## config.mk

```make
export PLATFORM = sky130hd
export DESIGN_NAME = pkt_deparser
export DESIGN_NICKNAME = d
export VERILOG_FILES = /design/src/rtl/pkt_deparser_pkg.sv /design/src/rtl/pkt_deparser_ipv4_csum.sv /design/src/rtl/pkt_deparser.sv
export SDC_FILE = /design/constraint.sdc
export NUM_CORES = 2
export LEC_CHECK = 0
export ABC_AREA = 1
export BUFFER_PORTS_ARGS = -buffer_cell sky130_fd_sc_hd__buf_4
export CAP_MARGIN = 30
export CORE_UTILIZATION = 45
export DETAILED_ROUTE_END_ITERATION = 7
export GPL_TIMING_DRIVEN = 0
export PLACE_DENSITY = 0.71
export RECOVER_POWER = 50
export SLEW_MARGIN = 20
export SYNTH_ARGS = -nofsm -noshare
export SYNTH_HDL_FRONTEND = slang
export SYNTH_SLANG_ARGS = --single-unit
```

## constraint.sdc

```tcl
create_clock -name clk -period 40.3 [get_ports clk]
set_clock_uncertainty 0.2 [all_clocks]
set_input_delay 2.015 -clock clk [delete_from_list [all_inputs] [get_ports clk]]
set_output_delay 2.015 -clock clk [all_outputs]
set_load 0.03 [all_outputs]
```

## src/rtl/pkt_deparser_pkg.sv

```systemverilog
// Shared channel types, header sizes and FSM states for the L2-L4 packet deparser.
package pkt_deparser_pkg;

   localparam int ETH_HDR_BYTES  = 14;
   localparam int IPV4_HDR_BYTES = 20;
   localparam int TCP_HDR_BYTES  = 20;
   localparam int L2L4_HDR_BYTES = ETH_HDR_BYTES + IPV4_HDR_BYTES + TCP_HDR_BYTES;
   localparam int HDR_BEATS      = L2L4_HDR_BYTES / 8;
   localparam int HDR_TAIL_BYTES = L2L4_HDR_BYTES % 8;

   typedef struct packed {
      logic                          valid;
      logic [ETH_HDR_BYTES*8-1:0]    data;
   } ch_eth_hdr_struct;

   typedef struct packed {
      logic                          valid;
      logic [IPV4_HDR_BYTES*8-1:0]   data;
   } ch_ipv4_hdr_struct;

   typedef struct packed {
      logic                          valid;
      logic [TCP_HDR_BYTES*8-1:0]    data;
   } ch_tcp_hdr_struct;

   typedef struct packed {
      logic        valid;
      logic        sop;
      logic        eop;
      logic [2:0]  empty;
      logic [63:0] data;
   } ch_pkt_stream_struct;

   typedef enum logic [1:0] {
      IDLE,
      HDR,
      PAY,
      FLUSH
   } deparser_state_e;

endpackage

```

## src/rtl/pkt_deparser_ipv4_csum.sv

```systemverilog
// Combinational ones-complement checksum over a 20-byte IPv4 header.
// Feed the header with its checksum word zeroed to generate; feed it intact to verify (result 0 = good).
module ipv4_csum (
   input  logic [159:0] hdr,
   output logic [15:0]  csum
);

   logic [15:0] words [10];
   logic [19:0] sum;
   logic [16:0] fold1;
   logic [15:0] fold2;

   for (genvar gi = 0; gi < 10; gi++) begin : g_word
      assign words[gi] = hdr[159-16*gi -: 16];
   end

   // Ten 16-bit words need at most 4 carry bits; two folds absorb every carry.
   always_comb begin
      sum = '0;
      for (int i = 0; i < 10; i++) begin
         sum = sum + 20'(words[i]);
      end
      fold1 = 17'(sum[15:0]) + 17'(sum[19:16]);
      fold2 = fold1[15:0] + 16'(fold1[16]);
      csum  = ~fold2;
   end

endmodule

```

## src/rtl/pkt_deparser.sv

```systemverilog
// Assembles Ethernet/IPv4/TCP headers plus an optional payload into a 64-bit frame stream,
// realigning the payload behind the 54-byte header through a 6-byte residue register.
module pkt_deparser
   import pkt_deparser_pkg::*;
#(
   parameter bit RECALC_CSUM = 1'b1,
   parameter int CNT_W       = 32
) (
   input  logic                clk,
   input  logic                reset,
   input  ch_eth_hdr_struct    ch_eth_hdr_in,
   output logic                ch_eth_hdr_in_ready,
   input  ch_ipv4_hdr_struct   ch_ipv4_hdr_in,
   output logic                ch_ipv4_hdr_in_ready,
   input  ch_tcp_hdr_struct    ch_tcp_hdr_in,
   output logic                ch_tcp_hdr_in_ready,
   input  ch_pkt_stream_struct ch_pkt_stream_payload_in,
   output logic                ch_pkt_stream_payload_in_ready,
   output ch_pkt_stream_struct ch_pkt_stream_eth_out,
   input  logic                ch_pkt_stream_eth_out_ready,
   output logic [CNT_W-1:0]    pkt_count
);

   deparser_state_e             state_reg;
   logic [L2L4_HDR_BYTES*8-1:0] hdr_sr_reg;
   logic [2:0]                  beat_cnt_reg;
   logic [HDR_TAIL_BYTES*8-1:0] residue_reg;
   logic [2:0]                  flush_empty_reg;
   logic                        no_pay_reg;

   logic        hdr_accept;
   logic        out_xfer;
   logic        pay_xfer;
   logic [3:0]  pay_bytes;
   logic [15:0] csum;
   logic [159:0] ipv4_zeroed;
   logic [159:0] ipv4_final;
   logic [63:0] hdr_beat [HDR_BEATS];
   logic        unused_pay_sop;

   assign hdr_accept = (state_reg == IDLE) && ch_eth_hdr_in.valid &&
                       ch_ipv4_hdr_in.valid && ch_tcp_hdr_in.valid;
   assign ch_eth_hdr_in_ready  = hdr_accept;
   assign ch_ipv4_hdr_in_ready = hdr_accept;
   assign ch_tcp_hdr_in_ready  = hdr_accept;

   assign ch_pkt_stream_payload_in_ready = (state_reg == PAY) && ch_pkt_stream_eth_out_ready;
   assign pay_xfer  = ch_pkt_stream_payload_in.valid && ch_pkt_stream_payload_in_ready;
   assign out_xfer  = ch_pkt_stream_eth_out.valid && ch_pkt_stream_eth_out_ready;
   assign pay_bytes = 4'd8 - {1'b0, ch_pkt_stream_payload_in.empty};
   assign unused_pay_sop = ch_pkt_stream_payload_in.sop;

   assign ipv4_zeroed = {ch_ipv4_hdr_in.data[159:80], 16'h0000, ch_ipv4_hdr_in.data[63:0]};

   ipv4_csum u_csum (
      .hdr  (ipv4_zeroed),
      .csum (csum)
   );

   if (RECALC_CSUM) begin : g_recalc
      assign ipv4_final = {ch_ipv4_hdr_in.data[159:80], csum, ch_ipv4_hdr_in.data[63:0]};
   end else begin : g_pass
      assign ipv4_final = ch_ipv4_hdr_in.data;
   end

   for (genvar gi = 0; gi < HDR_BEATS; gi++) begin : g_hdr_beat
      assign hdr_beat[gi] = hdr_sr_reg[L2L4_HDR_BYTES*8-1-64*gi -: 64];
   end

   always_comb begin
      ch_pkt_stream_eth_out = '0;
      unique case (state_reg)
         HDR: begin
            ch_pkt_stream_eth_out.valid = 1'b1;
            ch_pkt_stream_eth_out.sop   = (beat_cnt_reg == 3'd0);
            ch_pkt_stream_eth_out.data  = hdr_beat[beat_cnt_reg];
         end
         PAY: begin
            // Six held bytes lead; the first two bytes of the incoming beat complete the word.
            ch_pkt_stream_eth_out.valid = ch_pkt_stream_payload_in.valid;
            ch_pkt_stream_eth_out.data  = {residue_reg, ch_pkt_stream_payload_in.data[63:48]};
            if (ch_pkt_stream_payload_in.eop && pay_bytes <= 4'd2) begin
               ch_pkt_stream_eth_out.eop   = 1'b1;
               ch_pkt_stream_eth_out.empty = 3'(4'd2 - pay_bytes);
            end
         end
         FLUSH: begin
            ch_pkt_stream_eth_out.valid = 1'b1;
            ch_pkt_stream_eth_out.eop   = 1'b1;
            ch_pkt_stream_eth_out.empty = flush_empty_reg;
            ch_pkt_stream_eth_out.data  = {residue_reg, 16'h0000};
         end
         default: ;
      endcase
   end

   always_ff @(posedge clk or posedge reset) begin
      if (reset) begin
         state_reg       <= IDLE;
         hdr_sr_reg      <= '0;
         beat_cnt_reg    <= '0;
         residue_reg     <= '0;
         flush_empty_reg <= '0;
         no_pay_reg      <= 1'b0;
         pkt_count       <= '0;
      end else begin
         if (out_xfer && ch_pkt_stream_eth_out.eop) begin
            pkt_count <= pkt_count + CNT_W'(1);
         end
         unique case (state_reg)
            IDLE: begin
               if (hdr_accept) begin
                  hdr_sr_reg   <= {ch_eth_hdr_in.data, ipv4_final, ch_tcp_hdr_in.data};
                  no_pay_reg   <= (ch_ipv4_hdr_in.data[143:128] == 16'd40);
                  beat_cnt_reg <= '0;
                  state_reg    <= HDR;
               end
            end
            HDR: begin
               if (out_xfer) begin
                  if (beat_cnt_reg == 3'(HDR_BEATS - 1)) begin
                     residue_reg <= hdr_sr_reg[HDR_TAIL_BYTES*8-1:0];
                     if (no_pay_reg) begin
                        flush_empty_reg <= 3'd2;
                        state_reg       <= FLUSH;
                     end else begin
                        state_reg <= PAY;
                     end
                  end else begin
                     beat_cnt_reg <= beat_cnt_reg + 3'd1;
                  end
               end
            end
            PAY: begin
               if (pay_xfer) begin
                  residue_reg <= ch_pkt_stream_payload_in.data[47:0];
                  if (ch_pkt_stream_payload_in.eop) begin
                     if (pay_bytes <= 4'd2) begin
                        state_reg <= IDLE;
                     end else begin
                        // v-2 payload bytes remain in the residue: empty = 8-(v-2).
                        flush_empty_reg <= 3'(4'd10 - pay_bytes);
                        state_reg       <= FLUSH;
                     end
                  end
               end
            end
            FLUSH: begin
               if (out_xfer) begin
                  state_reg <= IDLE;
               end
            end
            default: state_reg <= IDLE;
         endcase
      end
   end

endmodule

```

**Yosys cells after proc, flatten, opt, wreduce, memory -nomap -nowiden**

Index checks and enable logic that the tools add are counted.

- Flip-flop bits (word level): 521
- Logic and storage cells: 90
- Input port bits: 508

- Reductions and logical operators: 18
- Equality and inequality tests: 14
- $lt $le $gt $ge: 2
- $add $sub $neg: 15
- Multiplexer cells: 32
- Bitwise gates (word level): 2

Operator list:

| cell | number |
|---|---|
| binary-select mux 64 bit (select 3 bit) | 1 |
| case mux 64 bit (3 select lines) | 1 |
| 2-to-1 mux 48 bit | 3 |
| adder 20 x 16 -> 20 bit | 7 |
| 2-to-1 mux 64 bit | 2 |
| case mux 48 bit (2 select lines) | 1 |
| adder 32 x 1 -> 32 bit, second input constant | 1 |
| 2-to-1 mux 3 bit | 9 |
| inequality test 2 bit, second input constant | 9 |
| adder 16 x 16 -> 17 bit | 1 |
| adder 16 x 4 -> 17 bit | 1 |
| adder 16 x 1 -> 16 bit | 1 |
| equality test 16 x 6 -> 1 bit, second input constant | 1 |
| NOT 16 bit | 1 |
| 2-to-1 mux 2 bit | 7 |
| case mux 3 bit (2 select lines) | 2 |
| logical AND 1 bit | 8 |
| case mux 2 bit (4 select lines) | 1 |
| case mux 4 bit (2 select lines) | 1 |
| AND reduction 4 bit | 2 |
| AND reduction 7 bit | 1 |
| AND reduction 6 bit | 1 |
| subtractor 2 x 3 -> 3 bit, first input constant | 2 |
| equality test 2 bit, second input constant | 2 |
| 15 further kinds | 17 |

**Logic depth before layout (Yosys ltp)**

- Word-level depth: 11
- Gate-level depth with buffers: 53
- Mapped depth without buffers: 53

**Hierarchy**

A second synthesis with hierarchy kept.

- Cell total of the unflattened synthesis: 3935
- Area total of the unflattened synthesis: 30063.8 um2

By module, submodules not included:

| module | instances | cells each | area each (um2) | sequential area each (um2) |
|---|---|---|---|---|
| pkt_deparser | 1 | 3301 | 24999.0 | 13037.5 |
| ipv4_csum | 1 | 634 | 5064.9 | 0.0 |

**Worst setup path before layout**

OpenSTA, ideal clock, no wires.

- Kind: input to register
- Start: input port ch_ipv4_hdr_in[128] (netlist name)
- End: register hdr_sr_reg[238]
- Data arrival time: 9973 ps
- Cell stages on the path: 49
- Setup time: 117 ps
- Buffers on the path: 0
- Required time: 39983 ps
- Slack: 30010 ps
- Cell sequence: ha_1 inv_1 fa_1 o31ai_1 nand4_1 o211ai_1 a21boi_0 o21ai_0 a21boi_0 xor2_1 fa_1 fa_1 fa_1 fa_1 inv_1 ha_1 a21oi_1 o21ai_0 (+13 left out) nor2_8 nand3_1 nor2_1 ha_1 ha_1 inv_1 nor2_1 nand3_1 nor2_2 nand3_1 nor2_1 nand2_1 nor2_4 nand3_2 nor2_4 nand4_1 nand3_1 nand2_1

- Longest elaborated chain between the ends: 11

Ends and longest elaborated chain:

| what | RTL line | RTL |
|---|---|---|
| start, declared | pkt_deparser.sv:13 | `input ch_ipv4_hdr_struct ch_ipv4_hdr_in,` |
| adder 16 x 16 -> 17 bit | pkt_deparser_ipv4_csum.sv:21 | `sum = sum + 20'(words[i]);` |
| adder 20 x 16 -> 20 bit (7 in a row) | pkt_deparser_ipv4_csum.sv:21 |  |
| adder 16 x 4 -> 17 bit | pkt_deparser_ipv4_csum.sv:23 | `fold1 = 17'(sum[15:0]) + 17'(sum[19:16]);` |
| adder 16 x 1 -> 16 bit | pkt_deparser_ipv4_csum.sv:24 | `fold2 = fold1[15:0] + 16'(fold1[16]);` |
| NOT 16 bit | pkt_deparser_ipv4_csum.sv:25 | `csum = ~fold2;` |
| end signal, assigned | pkt_deparser.sv:113 | `hdr_sr_reg <= {ch_eth_hdr_in.data, ipv4_final, ch_tcp_hdr_in.data};` |
| end, declared | pkt_deparser.sv:25 | `logic [L2L4_HDR_BYTES*8-1:0] hdr_sr_reg;` |

Every way passes these cells.
A chain may end at the register's enable or synchronous reset.

==> results.txt <==
- Hold bufs inserted after CTS: 0
* Element type at the critical path end: asynchronous set/reset pin
- Netlist Area Pre-Place: between 20,000 and 30,000 um2
* Vias in the first global route: between 20,000 and 30,000
* Placed insts: 5,117
- The H-tree was split into 2 levels.
* Largest net degree at the start of global routing: 105
* Total core area: 63,100 um2
- Maximum clock frequency: 66.4 MHz
- For this design the static power due to leakage is 18.4 nW.
- The placed instances occupy a cell area of 34,400 um2.
- Summing the sequential cell areas from Yosys gives between 40% and 50% of the chip area.
* Count of final hold-check violations: 0
- Share of layout cells above drive strength 1: between 10% and 20%
- TritonCTS built the clock tree.
- Total number of placement rows: 92
* Yosys top cell area share: between 40 and 50%
- Cell chain of the critical path: clkbuf_4, clkinvlp_2, clkbuf_1, clkbuf_1, clkbuf_1
- Resize count post-CTS: 0
- DRC violation count after routing: 0
- Number of flip-flops under the largest register name: 432
- Proportion of synthesized area in mux cells: 0%
- Vias post-DR: around 29,000
- Arr. time, crit path: roughly 14 ns
- Number of warnings printed during yosys synthesis: 0
* Setup Buffers After CTS: 0
- Wire length after detailed routing: about 130 mm
- Fin cells: 5,242
- Violated checks: capacitance limit, slew limit
- Post-Syn Nets: 4,325
- After clock tree synthesis, the clock-pin slew on the worst setup and hold paths is about 0.06 ns.
* Aggregate negative setup slack: 0 ns
* Power density normalized to cell area: between 100 and 150 nW/um2
- In the final routed layout, each cell accounts on average for 23.9 um.
- Initial core utilization: 45.5%
- Number of instances in the synthesized netlist: 3,670
- The synthesized netlist devotes 1.70% of its cell area to XOR and XNOR gates.
- The slowest stage of the critical path belongs to the cell sky130_fd_sc_hd__clkbuf_1.
- Of the total synthesized cell area, the portion taken by AND, OR, NAND and NOR gates is 25.2%.
* Aggregate global routing overflow: 0
- Post-layout min period: 15.06 ns
- Post-synthesis sequential element count: 521
* Max Slew Vio Count: between 500 and 600
- CTS Root Cell: sky130_fd_sc_hd__clkbuf_16
* DIE AREA: 64,800 um2
* Adder-cell share of the synthesized area: 8.95%
* Slowest cell delay on critical path: 3.68 ns
* Top cell types by occurrence after synthesis: 1,396 x sky130_fd_sc_hd__nand2_1, 521 x sky130_fd_sc_hd__dfrtp_1, 364 x sky130_fd_sc_hd__o21ai_0
- The most common cell in the synthesized netlist is sky130_fd_sc_hd__nand2_1.
- VDD sags by at most 0.0636 mV.
- Growth of design area from synthesis to finish: 25.9%
* Port Buf Inserts: 596
- Setup violations remaining at the end of the flow were counted as 0.
* Clock insertion delay at the later pin of the skew report: 0.64 ns
- Required time of the critical path: 39.71 ns
- Across the run, the number of max-cap violations was 6.
* Cell seen most often among critical-path stages: sky130_fd_sc_hd__clkbuf_1
* Antenna viol nets, final: 0
- Type of the setup path with the least slack: in2async
* Overall die width: around 250 um
- Dividing the detail-routed via count by the number of cells gives 5.50.
- Setup repair after global routing left no endpoint under its margin.
* Post-layout total power: 3.63 mW
- In this run, CTS created clock tree buffers numbering 56.
* Design area: 36,100 um2
* Count of cells along the worst register-to-register path: 9
- Along the worst path, the maximum fanout reaches slightly above 90.
- Capturing element of the worst setup path: hdr_sr_reg[332]
- Counting instances, the worst hold path has a depth of 1.
- 614 I/O pins were placed.
- The startpoint identified for the worst hold timing path is pkt_count[31].
- Final #Nets: around 5,000
- Setup slack of the critical path after layout: approximately 25 ns
- Starting DRC count in detailed routing: 3,258
- Max Buffers Root-to-Sink: 3
- Of all flip-flops after synthesis, the portion carrying an async set or reset was 100%.
- At the pin with the least slew margin, the transition time is 5.58 ns.
- Compound-cell area share of the yosys netlist: 11.7%
- Largest family of logic cells by synthesized area: simple AND/OR/NAND/NOR gates
* Clk sink count: 521
- The synthesized design contains 0 enable-type register cells.
- For this run, the detailed router's first-pass iteration total came to 8.
- Number of unique standard cell types used by synthesis: 45
* First-pass GRT wire length: between 150 and 200 mm
- Run status: finished with violations
- Kind of start point of the critical path: input pin
- Detailed-placement wirelength estimate: 102 mm
- Critical register-to-register path startpoint: state_reg[1]
- Pre-CTS WS: 28.26 ns
* Final cycle utilization of the critical path: 37.4%
* Worst-case headroom to the max-slew limit: -272%
- Startpoint of the most critical setup path: reset
* Min-Delay Path Class: reg2reg
- Averaged over all synthesized cells, the footprint is 7.82 um2.
- In this run the critical register-to-register path is captured at hdr_sr_reg[417].
- Prevailing post-synth register cell: sky130_fd_sc_hd__dfrtp_1
- By area the synthesized netlist is led by sky130_fd_sc_hd__dfrtp_1 45%, sky130_fd_sc_hd__nand2_1 18%, sky130_fd_sc_hd__fa_1 6.8%.
- The initial antenna violation count was 26.
- Total routing usage reported by global routing: 38.2%
- Die Span Y: 255 um
- R2R setup slack: between 30 and 40 ns
- Post-synth top area cell: sky130_fd_sc_hd__dfrtp_1
* Placer congestion estimate: 0.995
-- layout make-up --
class,count,area (um2)
inverter,328,1230
sequential,521,13000
clock buffer,84,1720
multi-input combinational,2619,13600
antenna,22,55.1
buffer,202,778
timing repair buffer,601,4370
tap,846,1060
fill,6098,27000
clock inverter,19,255
-- per-stage QoR --
stage          util (%)  hold WS (ns)
4_1_cts            57.6         0.276
6_report           57.3         0.269
2_1_floorplan         -         0.244
3_5_place_dp       54.5         0.260
3_3_place_gp       54.3         0.256
5_1_grt            57.2         0.286
-- layer usage --
layer  wire (um)  part of all wire, %  GRT usage [%]
met4        8580                  6.8           24.0
met2       54600                   44           56.6
met5          80                0.064              0
met1       49100                   39           51.1
met3       12900                   10           8.08
-- worst min-delay path by stage --
| stage | end | slack, ns |
|---|---|---|
| 2_1_floorplan | hdr_sr_reg[368] | 0.24 |
| 3_3_place_gp | hdr_sr_reg[53] | 0.26 |
| 3_5_place_dp | hdr_sr_reg[157] | 0.26 |
| 4_1_cts | pkt_count[31] | 0.28 |
| 5_1_grt | hdr_sr_reg[141] | 0.29 |
| 6_report | pkt_count[31] | 0.27 |
-- kinds of logic (layout without fill, tap and decap cells) --
family,Yosys count,after routing
other cells,0,22
simple gates,1816,1816
compound gates,602,602
xor+xnor,54,54
buf+inv,530,1234
fa+ha+maj,147,147
flops,521,521
-- worst max-delay path, delay by kind of cell --
kind     cells  cell delay, ns
buf+inv      5           12.17
-- cells in the final DEF, fill, tap and decap left out, types with 5 or more instances in the layout --
cell type and n:
sky130_fd_sc_hd__clkbuf_8 21, sky130_fd_sc_hd__a21oi_1 51, sky130_fd_sc_hd__buf_4 563, sky130_fd_sc_hd__inv_2 8, sky130_fd_sc_hd__xnor2_1 15, sky130_fd_sc_hd__nand4_1 13, sky130_fd_sc_hd__clkbuf_16 56, sky130_fd_sc_hd__bufinv_16 5
sky130_fd_sc_hd__diode_2 22, sky130_fd_sc_hd__dfrtp_1 521, sky130_fd_sc_hd__clkbuf_1 216, sky130_fd_sc_hd__buf_2 10, sky130_fd_sc_hd__nand2_1 1397, sky130_fd_sc_hd__nand3_1 115, sky130_fd_sc_hd__o22ai_1 51, sky130_fd_sc_hd__buf_1 20
sky130_fd_sc_hd__nor2_2 9, sky130_fd_sc_hd__fa_1 97, sky130_fd_sc_hd__a31oi_1 54, sky130_fd_sc_hd__ha_1 50, sky130_fd_sc_hd__o211ai_1 62, sky130_fd_sc_hd__clkinv_2 9, sky130_fd_sc_hd__nor4_1 6, sky130_fd_sc_hd__nor3_1 10
sky130_fd_sc_hd__nand2_2 13, sky130_fd_sc_hd__inv_1 318, sky130_fd_sc_hd__nor2_1 232, sky130_fd_sc_hd__nand3_2 10, sky130_fd_sc_hd__xor2_1 37, sky130_fd_sc_hd__o21ai_0 364
-- where the power goes --
part / switching (mW) / internal (mW)
registers: 0.164 / 0.759
logic: 1.50 / 0.657
clock network: 0.229 / 0.326
(Power assumes the default switching activity.)
